### src/rtl/cram_loader_pkg.sv
// Shared CRAM loader definitions: geometry, diag function codes, FSM states.
package cram_loader_pkg;

  localparam int CRAM_ADDR_W  = 11;
  localparam int CRAM_WORD_W  = 84;
  localparam int CRAM_CHUNK_W = 14;

  localparam logic [2:0] DIAG_LDADR  = 3'd0;
  localparam logic [2:0] DIAG_LDDATA = 3'd1;
  localparam logic [2:0] DIAG_WRITE  = 3'd2;
  localparam logic [2:0] DIAG_CLRERR = 3'd3;

  typedef enum logic [2:0] {
    LD_IDLE    = 3'd0,
    LD_COLLECT = 3'd1,
    LD_WRITE   = 3'd2,
    LD_VERIFY  = 3'd3,
    LD_DONE    = 3'd4
  } ld_state_t;

endpackage

### src/rtl/cram_word_asm.sv
// Microword assembly: chunk counter plus the register that builds the word.
// Chunk 0 lands in the MSB end (bit 0) of the ascending-numbered word.
module cram_word_asm
  import cram_loader_pkg::*;
#(
  parameter int WORD_W  = CRAM_WORD_W,
  parameter int CHUNK_W = CRAM_CHUNK_W
) (
  input  logic               clk,
  input  logic               reset,
  input  logic               clr,
  input  logic               load,
  input  logic [CHUNK_W-1:0] chunk,
  output logic [0:WORD_W-1]  word,
  output logic               full
);

  localparam int NCHUNK = WORD_W / CHUNK_W;
  localparam int CNT_W  = $clog2(NCHUNK + 1);

  logic [CNT_W-1:0] cnt;

  assign full = (cnt == CNT_W'(NCHUNK));

  always_ff @(posedge clk) begin
    if (reset) begin
      cnt  <= '0;
      word <= '0;
    end else if (clr) begin
      cnt <= '0;
    end else if (load && !full) begin
      word[int'(cnt)*CHUNK_W +: CHUNK_W] <= chunk;
      cnt <= cnt + 1'b1;
    end
  end

endmodule

### src/rtl/cram_loader.sv
// Diagnostic-bus CRAM writer: assembles six chunks, commits with one strobe.
// Define CRAM_LOAD_VERIFY_EN to add a readback VERIFY state.
module cram_loader
  import cram_loader_pkg::*;
#(
  parameter int ADDR_W  = CRAM_ADDR_W,
  parameter int WORD_W  = CRAM_WORD_W,
  parameter int CHUNK_W = CRAM_CHUNK_W
) (
  input  logic               clk,
  input  logic               reset,
  input  logic               diagStrobe,
  input  logic [2:0]         diagFunc,
  input  logic [CHUNK_W-1:0] diagData,
  output logic               busy,
  output logic               done,
  output logic               seqErr,
  output logic               cramWe,
  output logic [ADDR_W-1:0]  cramAdr,
  output logic [0:WORD_W-1]  cramWd,
  input  logic [0:WORD_W-1]  cramRd,
  output logic               verifyErr
);

  ld_state_t state;
  logic      busy_st;
  logic      is_ldadr;
  logic      is_lddata;
  logic      is_write;
  logic      is_clrerr;
  logic      word_full;
  logic      asm_clr;

  assign busy_st = (state == LD_WRITE) ||
                   (state == LD_VERIFY) ||
                   (state == LD_DONE);

  assign is_ldadr  = diagStrobe && !busy_st
                     && (diagFunc == DIAG_LDADR);
  assign is_lddata = diagStrobe && !busy_st
                     && (diagFunc == DIAG_LDDATA);
  assign is_write  = diagStrobe && !busy_st
                     && (diagFunc == DIAG_WRITE);
  assign is_clrerr = diagStrobe
                     && (diagFunc == DIAG_CLRERR);

  assign asm_clr = is_ldadr || (state == LD_DONE);

  cram_word_asm #(
    .WORD_W  (WORD_W),
    .CHUNK_W (CHUNK_W)
  ) u_asm (
    .clk   (clk),
    .reset (reset),
    .clr   (asm_clr),
    .load  (is_lddata),
    .chunk (diagData),
    .word  (cramWd),
    .full  (word_full)
  );

  always_ff @(posedge clk) begin
    if (reset) begin
      state   <= LD_IDLE;
      busy    <= 1'b0;
      done    <= 1'b0;
      seqErr  <= 1'b0;
      cramWe  <= 1'b0;
      cramAdr <= '0;
    end else begin
      cramWe <= 1'b0;
      done   <= 1'b0;
      // a clear loses to an error raised in the same cycle
      if (is_clrerr)
        seqErr <= 1'b0;
      if (diagStrobe && busy_st && diagFunc != DIAG_CLRERR)
        seqErr <= 1'b1;
      unique case (state)
        LD_IDLE, LD_COLLECT: begin
          if (is_ldadr) begin
            cramAdr <= diagData[ADDR_W-1:0];
            state   <= LD_IDLE;
          end
          if (is_lddata) begin
            if (word_full) seqErr <= 1'b1;
            else           state  <= LD_COLLECT;
          end
          if (is_write) begin
            if (word_full) begin
              state  <= LD_WRITE;
              cramWe <= 1'b1;
              busy   <= 1'b1;
            end else begin
              seqErr <= 1'b1;
            end
          end
        end
        LD_WRITE: begin
`ifdef CRAM_LOAD_VERIFY_EN
          state <= LD_VERIFY;
`else
          state <= LD_DONE;
          done  <= 1'b1;
`endif
        end
        LD_VERIFY: begin
          state <= LD_DONE;
          done  <= 1'b1;
        end
        LD_DONE: begin
          state   <= LD_IDLE;
          busy    <= 1'b0;
          cramAdr <= cramAdr + 1'b1;
        end
        default: state <= LD_IDLE;
      endcase
    end
  end

  logic unused_data;
  assign unused_data = ^diagData;

`ifdef CRAM_LOAD_VERIFY_EN
  // readback for the held address arrives in the DONE cycle
  always_ff @(posedge clk) begin
    if (reset) begin
      verifyErr <= 1'b0;
    end else begin
      if (is_clrerr)
        verifyErr <= 1'b0;
      if (state == LD_DONE && cramRd != cramWd)
        verifyErr <= 1'b1;
    end
  end
`else
  logic unused_rd;
  assign unused_rd = ^cramRd;
  assign verifyErr = 1'b0;
`endif

endmodule
### config.mk
export PLATFORM = sky130hd
export DESIGN_NAME = cram_loader
export DESIGN_NICKNAME = d
export VERILOG_FILES = /design/src/rtl/cram_loader_pkg.sv /design/src/rtl/cram_word_asm.sv /design/src/rtl/cram_loader.sv
export SDC_FILE = /design/constraint.sdc
export NUM_CORES = 1
export LEC_CHECK = 0
export ABC_CLOCK_PERIOD_IN_PS = 4300
export BUFFER_PORTS_ARGS = -buffer_cell sky130_fd_sc_hd__buf_2
export CORE_MARGIN = 2
export CORE_UTILIZATION = 51
export CTS_BUF_LIST = sky130_fd_sc_hd__clkbuf_16
export DETAILED_ROUTE_END_ITERATION = 6
export PLACE_DENSITY = 0.83
export SETUP_SLACK_MARGIN = 0.05
export SLEW_MARGIN = 15
export SYNTH_ARGS = -nofsm -noshare
export SYNTH_HDL_FRONTEND = slang
export SYNTH_SLANG_ARGS = --single-unit
### constraint.sdc
create_clock -name clk -period 4.3 [get_ports clk]
set_input_delay 0 -clock clk [delete_from_list [all_inputs] [get_ports clk]]
set_output_delay 0 -clock clk [all_outputs]
set_load 0.01 [all_outputs]
# [Word level (Yosys, flattened, before mapping)]
# Cells that the tools add are included.
[word_totals] register_bits=105 inputBits=104 elab_cells=74 out_inout_bits=100
[classes] muxes=21 n_addsub=3 multipliers=1 shifts=2 bitwise_logic=4 eq_ne=12 n_reduce_logical=23
[op_table] op="variable shift 85 x 33 -> 84 bit, first input constant" count=1
[op_table] op="indexed part select 85 x 33 -> 84 bit" count=1
[op_table] op="bitwise mux 84 bit" count=1
[op_table] op="negator 32 -> 33 bit" count=1
[op_table] op="inverter 32 bit" count=1
[op_table] op="case mux 11 bit (2 select lines)" count=1
[op_table] op="2-to-1 mux 3 bit" count=5
[op_table] op="equality test 3 x 2 -> 1 bit, second input constant" count=4
[op_table] op="adder 11 x 1 -> 11 bit, second input constant" count=1
[op_table] op="2-to-1 mux 1 bit" count=11
[op_table] op="2-to-1 mux 11 bit" count=1
[op_table] op="logical AND 1 bit" count=8
[op_table] op="equality test 3 x 1 -> 1 bit, second input constant" count=2
[op_table] op="equality test 3 bit, second input constant" count=2
[op_table] op="logical NOT 3 bit" count=2
[op_table] op="multiplier 3 x 3 -> 6 bit, second input constant" count=1
[op_table] op="case mux 3 bit (2 select lines)" count=1
[op_table] op="OR reduction 2 bit" count=3
[op_table] op="inequality test 2 bit, second input constant" count=2
[op_table] op="AND reduction 2 bit" count=2
[op_table] op="adder 3 x 1 -> 3 bit, second input constant" count=1
[op_table] op="logical OR 1 bit" count=3
[op_table] op="inequality test 3 x 2 -> 1 bit, second input constant" count=1
[op_table] op="inverter 1 bit" count=3
[op_table] op="other kinds (6)" count=7

# [Depth between registers and ports, before layout]
[logic_depth] depth_word=12 mapped_depth=12 depth_no_buf=9

# [Hierarchy]
# Synthesis repeated with hierarchy kept, for this count alone.
[hier_totals] hier_cells=683 hier_area_um2=5959.5
[modules_own_cells] mod="cram_word_asm" cells_each=573 instances=1 seq_area_each_um2=1741.7 area_each_um2=4963.5
[modules_own_cells] mod="cram_loader" cells_each=110 instances=1 seq_area_each_um2=360.3 area_each_um2=996.0

# [Worst setup path before layout]
# OpenSTA, ideal clock, no wires.
[synth_timing] path_type="register to register" startpoint="register u_asm.cnt[2]" endpoint="register u_asm.word[63] (netlist name)" t_arrival_ns=3.070 n_path_buf=1 synth_period_minus_slack_ns=3.197 required_time_ns=4.172 setup_ns=0.128 stages_incl_launch_ff=10 path_slack_ns=1.103 path_cell_list="dfxtp_1 > fa_1 > ha_1 > fa_1 > clkbuf_1 > nor4bb_1 > a21oi_1 > nor4b_1 > mux2i_1 > nor2_1"
[synth_between] elab_chain_cells=5 word_cells_on_any_way=10 cone_classes="add/sub (1); mul (1); eq/ne (1); shift (2); mux (1); bitwise (1); reduce/logical (3)"
[synth_rtl] item="start: declaration" line_no="cram_word_asm.sv:21" source="logic [CNT_W-1:0] cnt;"
[synth_rtl] item="start signal: assignment" line_no="cram_word_asm.sv:33" source="cnt <= cnt + 1'b1;"
[synth_rtl] item="multiplier 3 x 3 -> 6 bit" line_no="cram_word_asm.sv:32" source="word[int'(cnt)*CHUNK_W +: CHUNK_W] <= chunk;"
[synth_rtl] item="inverter 32 bit (not written as such)" line_no="cram_word_asm.sv:32"
[synth_rtl] item="negator 32 -> 33 bit" line_no="cram_word_asm.sv:32"
[synth_rtl] item="indexed part select 85 x 33 -> 84 bit / variable shift 85 x 33 -> 84 bit (equally long branches)" line_no="cram_word_asm.sv:32"
[synth_rtl] item="bitwise mux 84 bit" line_no="cram_word_asm.sv:32"
[synth_rtl] item="end signal: indexed assignment" line_no="cram_word_asm.sv:32"
[synth_rtl] item="end: declaration" line_no="cram_word_asm.sv:14" source="output logic [0:WORD_W-1] word,"
# Several ways; a longest one is shown, not always the timed one.
# A chain may end at the register's enable or synchronous reset.

# [Worst setup path in the final report]
[layout_timing] startpoint="register u_asm.cnt[2]" endpoint="register u_asm.word[40] (netlist name)"
# Same word-level chain as after synthesis.

==> impl_metrics.tcl <==
set metrics [dict create \
    rsz0062_at_grt "false" \
    status "completed" \
    fp.dieW_um 112 \
    syn2layout_area_growth_pct 17.5 \
    grt_pass1_vias 5452 \
    synth.distinct_cells 77 \
    finalClockSkew_ns 0.00658 \
    p_total_mw 1.95 \
    clock_latency_ns 0.36 \
    numCtsBuffers 9 \
    power_density_nw_per_um2 281 \
    slew_violations 0 \
    cts_hold_buf 6 \
    synth_seq_cells 105 \
    post_cts_buffers 0 \
    syn-instance-count 692 \
    ant_nets 0 \
    io_buffers 118 \
    synth.yosys.seq_area_share_pct 35.6 \
    wl_per_cell_um 18.6 \
    vias 5993 \
    cap_viol_max_count 0 \
    post_cts_resized 0 \
    worstPathMaxFanout 12 \
    worstSetupEndpointType "flip-flop" \
    ir_drop_v 0.000268 \
    htreeDepth 3 \
    worstPathRequired_ns 4.59 \
    syn_area_per_cell_sq_um 8.53 \
    num_io_pins 204 \
    tightest_slew_ns 1.06 \
    nets 918 \
    initial_utilization_pct 51.9 \
    first_pass_iters 5 \
    route.detailed.drc 0 \
    synthFlopType "dfxtp_1" \
    timing.setup.critical_path_class "flip-flop to flip-flop" \
    critPathLaunchType "flip-flop" \
    fmax_mhz 256 \
    die_h_um 112 \
    clock-sinks 105 \
    dp_hpwl_um 13000 \
    grt_pass1_wl_um 28100 \
    max_slew_margin_pct 28.8 \
    cts_buffer_depth 2 \
    place.gp.congestion 0.995 \
    n_antenna_cell 0 \
    finalCritPeriodShare_pct 90.8 \
    drive_above_1_share_pct 23.1 \
    syn_nets 809 \
    arrival_ns 4.19 \
    finalSetupViolations 0 \
    p_leak_nw 2.90 \
    grt_max_degree 81 \
    wirelength_um 17700 \
    grt_usage_pct 28.0 \
    dieArea_sq_um 12500 \
    rows 39 \
    clk_pin_slew_ns 0.07 \
    grt_overflow 0 \
    core_area_sq_um 11400 \
    vias_per_cell 6.32 \
    syn_area_sq_um 5900 \
    cts-root-buf "clkbuf_16" \
    async_reset_ff_share_pct 0 \
    hold_viol 0 \
    yosysWarnings 0 \
    fin_crit_ns 3.90 \
    setup_tns_ns 0 \
    synth_edf_count 0 \
    antenna_found_initial 0 \
    cts_tree "done" \
    drt_iter0_drc 575 \
    worstHoldPathType "primary input to flip-flop" \
]
## per-stage QoR
stage	util [%]	setup WS (ns)	instances	instance area [sq um]	hold slack, ns
2_1_floorplan	-	1.10	692	5900	0.150
3_3_place_gp	58.1	0.559	927	6610	0.308
3_5_place_dp	58.1	0.495	927	6610	0.316
4_1_cts	61.0	0.494	949	6940	0.00238
5_1_grt	61.0	0.223	949	6940	0.00359
6_report	61.0	0.396	949	6940	0.00416
## power by group
group | total [mW] | internal (mW) | switching [mW]
clock network | 0.760 | 0.393 | 0.368
logic | 0.202 | 0.0688 | 0.133
registers | 0.986 | 0.979 | 0.00687
total | 1.95 | 1.44 | 0.507
## metal layers
| metal | global-route usage, % | routed length [um] |
|---|---|---|
| met5 | 0 | 0 |
| met4 | 11.2 | 654 |
| met3 | 6.80 | 1730 |
| met2 | 43.4 | 7850 |
| met1 | 37.7 | 7430 |
## registers in the layout (all words and copies together) (netlist names)
| register | flops |
|---|---|
| cramWe | 1 |
| seqErr | 1 |
| u_asm.cnt | 3 |
| cramAdr | 11 |
| u_asm.word | 84 |
| done | 1 |
| busy | 1 |
| state | 3 |
## area by class of cell
| cell class | count | area, sq um |
|---|---|---|
| repair buffers | 143 | 793 |
| well taps | 143 | 179 |
| flip-flops and latches | 105 | 2100 |
| multi-input cells | 533 | 3560 |
| clock buffers | 9 | 225 |
| clock inverters | 7 | 45.0 |
| fillers | 1018 | 4430 |
| inverters | 9 | 33.8 |
## kinds of logic (layout without fill, tap and decap cells)
logic type,Yosys count,in the layout,share of synthesized area (%)
xor gates and xnor gates,4,4,0.721
AOI/OAI and AO/OA,176,176,20.6
buffers and inverters,54,168,4.11
adders and majority gates,13,13,3.14
other,1,1,0.0635
and+or+nand+nor,284,284,25.3
DFF,105,105,35.6
muxes,55,55,10.5
## worst paths after layout
kind	from	end	slack [ns]	cells past startpoint
worst max-delay path	u_asm.cnt[2]	u_asm.word[40]	0.40	8
worst min-delay path	diagData[4]	cramAdr[4]	0.004	3
worst max register to register	u_asm.cnt[2]	u_asm.word[40]	0.40	8
worst min register to register	u_asm.word[18]	u_asm.word[18]	0.45	2
## cells in the mapped netlist, types with 3 or more instances
| master | n | share of area [%] |
|---|---|---|
| mux2_2 | 14 | 2.7 |
| a32o_1 | 4 | 0.68 |
| or2_2 | 3 | 0.32 |
| buf_4 | 3 | 0.38 |
| fa_1 | 3 | 1.0 |
| a311oi_1 | 6 | 0.89 |
| nand2b_1 | 11 | 1.2 |
| a31oi_1 | 9 | 0.95 |
| nor3b_1 | 4 | 0.51 |
| o32ai_1 | 8 | 1.2 |
| nor4_1 | 14 | 1.5 |
| o2bb2ai_1 | 4 | 0.59 |
| nand4_1 | 16 | 1.7 |
| o21ai_0 | 26 | 2.2 |
| clkbuf_1 | 20 | 1.3 |
| or3_1 | 7 | 0.74 |
| a21o_1 | 5 | 0.64 |
| o22ai_1 | 12 | 1.3 |
| nand3_1 | 28 | 2.4 |
| a211oi_1 | 11 | 1.4 |
| a2bb2oi_1 | 6 | 0.89 |
| nor3_1 | 25 | 2.1 |
| and4_1 | 4 | 0.59 |
| nand2_1 | 48 | 3.1 |
| mux4_2 | 4 | 1.5 |
| nor2_1 | 76 | 4.8 |
| a21oi_1 | 47 | 4.0 |
| nor2b_1 | 10 | 1.1 |
| buf_1 | 4 | 0.25 |
| inv_1 | 7 | 0.45 |
| a22oi_1 | 7 | 0.89 |
| dfxtp_1 | 105 | 36 |
| mux2i_1 | 37 | 6.3 |
| and2_1 | 9 | 0.95 |
| buf_2 | 17 | 1.4 |
| ha_1 | 10 | 2.1 |
| and3_1 | 9 | 0.95 |
| a2111oi_0 | 7 | 1.0 |
## layout by cell type, fill, tap and decap left out, types with 5 or more instances in the layout
| cell type | netlist | layout |
|---|---|---|
| o22ai_1 | 12 | 12 |
| a2bb2oi_1 | 6 | 6 |
| o32ai_1 | 8 | 8 |
| nor4_1 | 14 | 14 |
| nor3_1 | 25 | 25 |
| a31oi_1 | 9 | 9 |
| buf_4 | 3 | 19 |
| dlygate4sd3_1 | 0 | 6 |
| o21ai_0 | 26 | 26 |
| a211oi_1 | 11 | 11 |
| nand2b_1 | 11 | 11 |
| nand3_1 | 28 | 28 |
| dfxtp_1 | 105 | 105 |
| clkinv_1 | 2 | 5 |
| a22oi_1 | 7 | 7 |
| a21oi_1 | 47 | 47 |
| ha_1 | 10 | 10 |
| and3_1 | 9 | 9 |
| a2111oi_0 | 7 | 7 |
| mux2i_1 | 37 | 37 |
| mux2_2 | 14 | 14 |
| nand2_1 | 48 | 48 |
| nor2b_1 | 10 | 10 |
| inv_1 | 7 | 7 |
| or3_1 | 7 | 7 |
| nand4_1 | 16 | 16 |
| nor2_1 | 76 | 76 |
| and2_1 | 9 | 9 |
| clkbuf_16 | 0 | 9 |
| a21o_1 | 5 | 5 |
| a311oi_1 | 6 | 6 |
| buf_2 | 17 | 118 |
## worst max-delay path, cell delays in order, from the launching register on
cell and delay (ns):
dfxtp_1 0.56, fa_1 0.51, ha_1 0.29, fa_1 0.52
xor2_1 0.89, nand3_1 0.19, a2111oi_2 0.58, o21ai_0 0.15
a31oi_1 0.15
(Power assumes the default switching activity.)
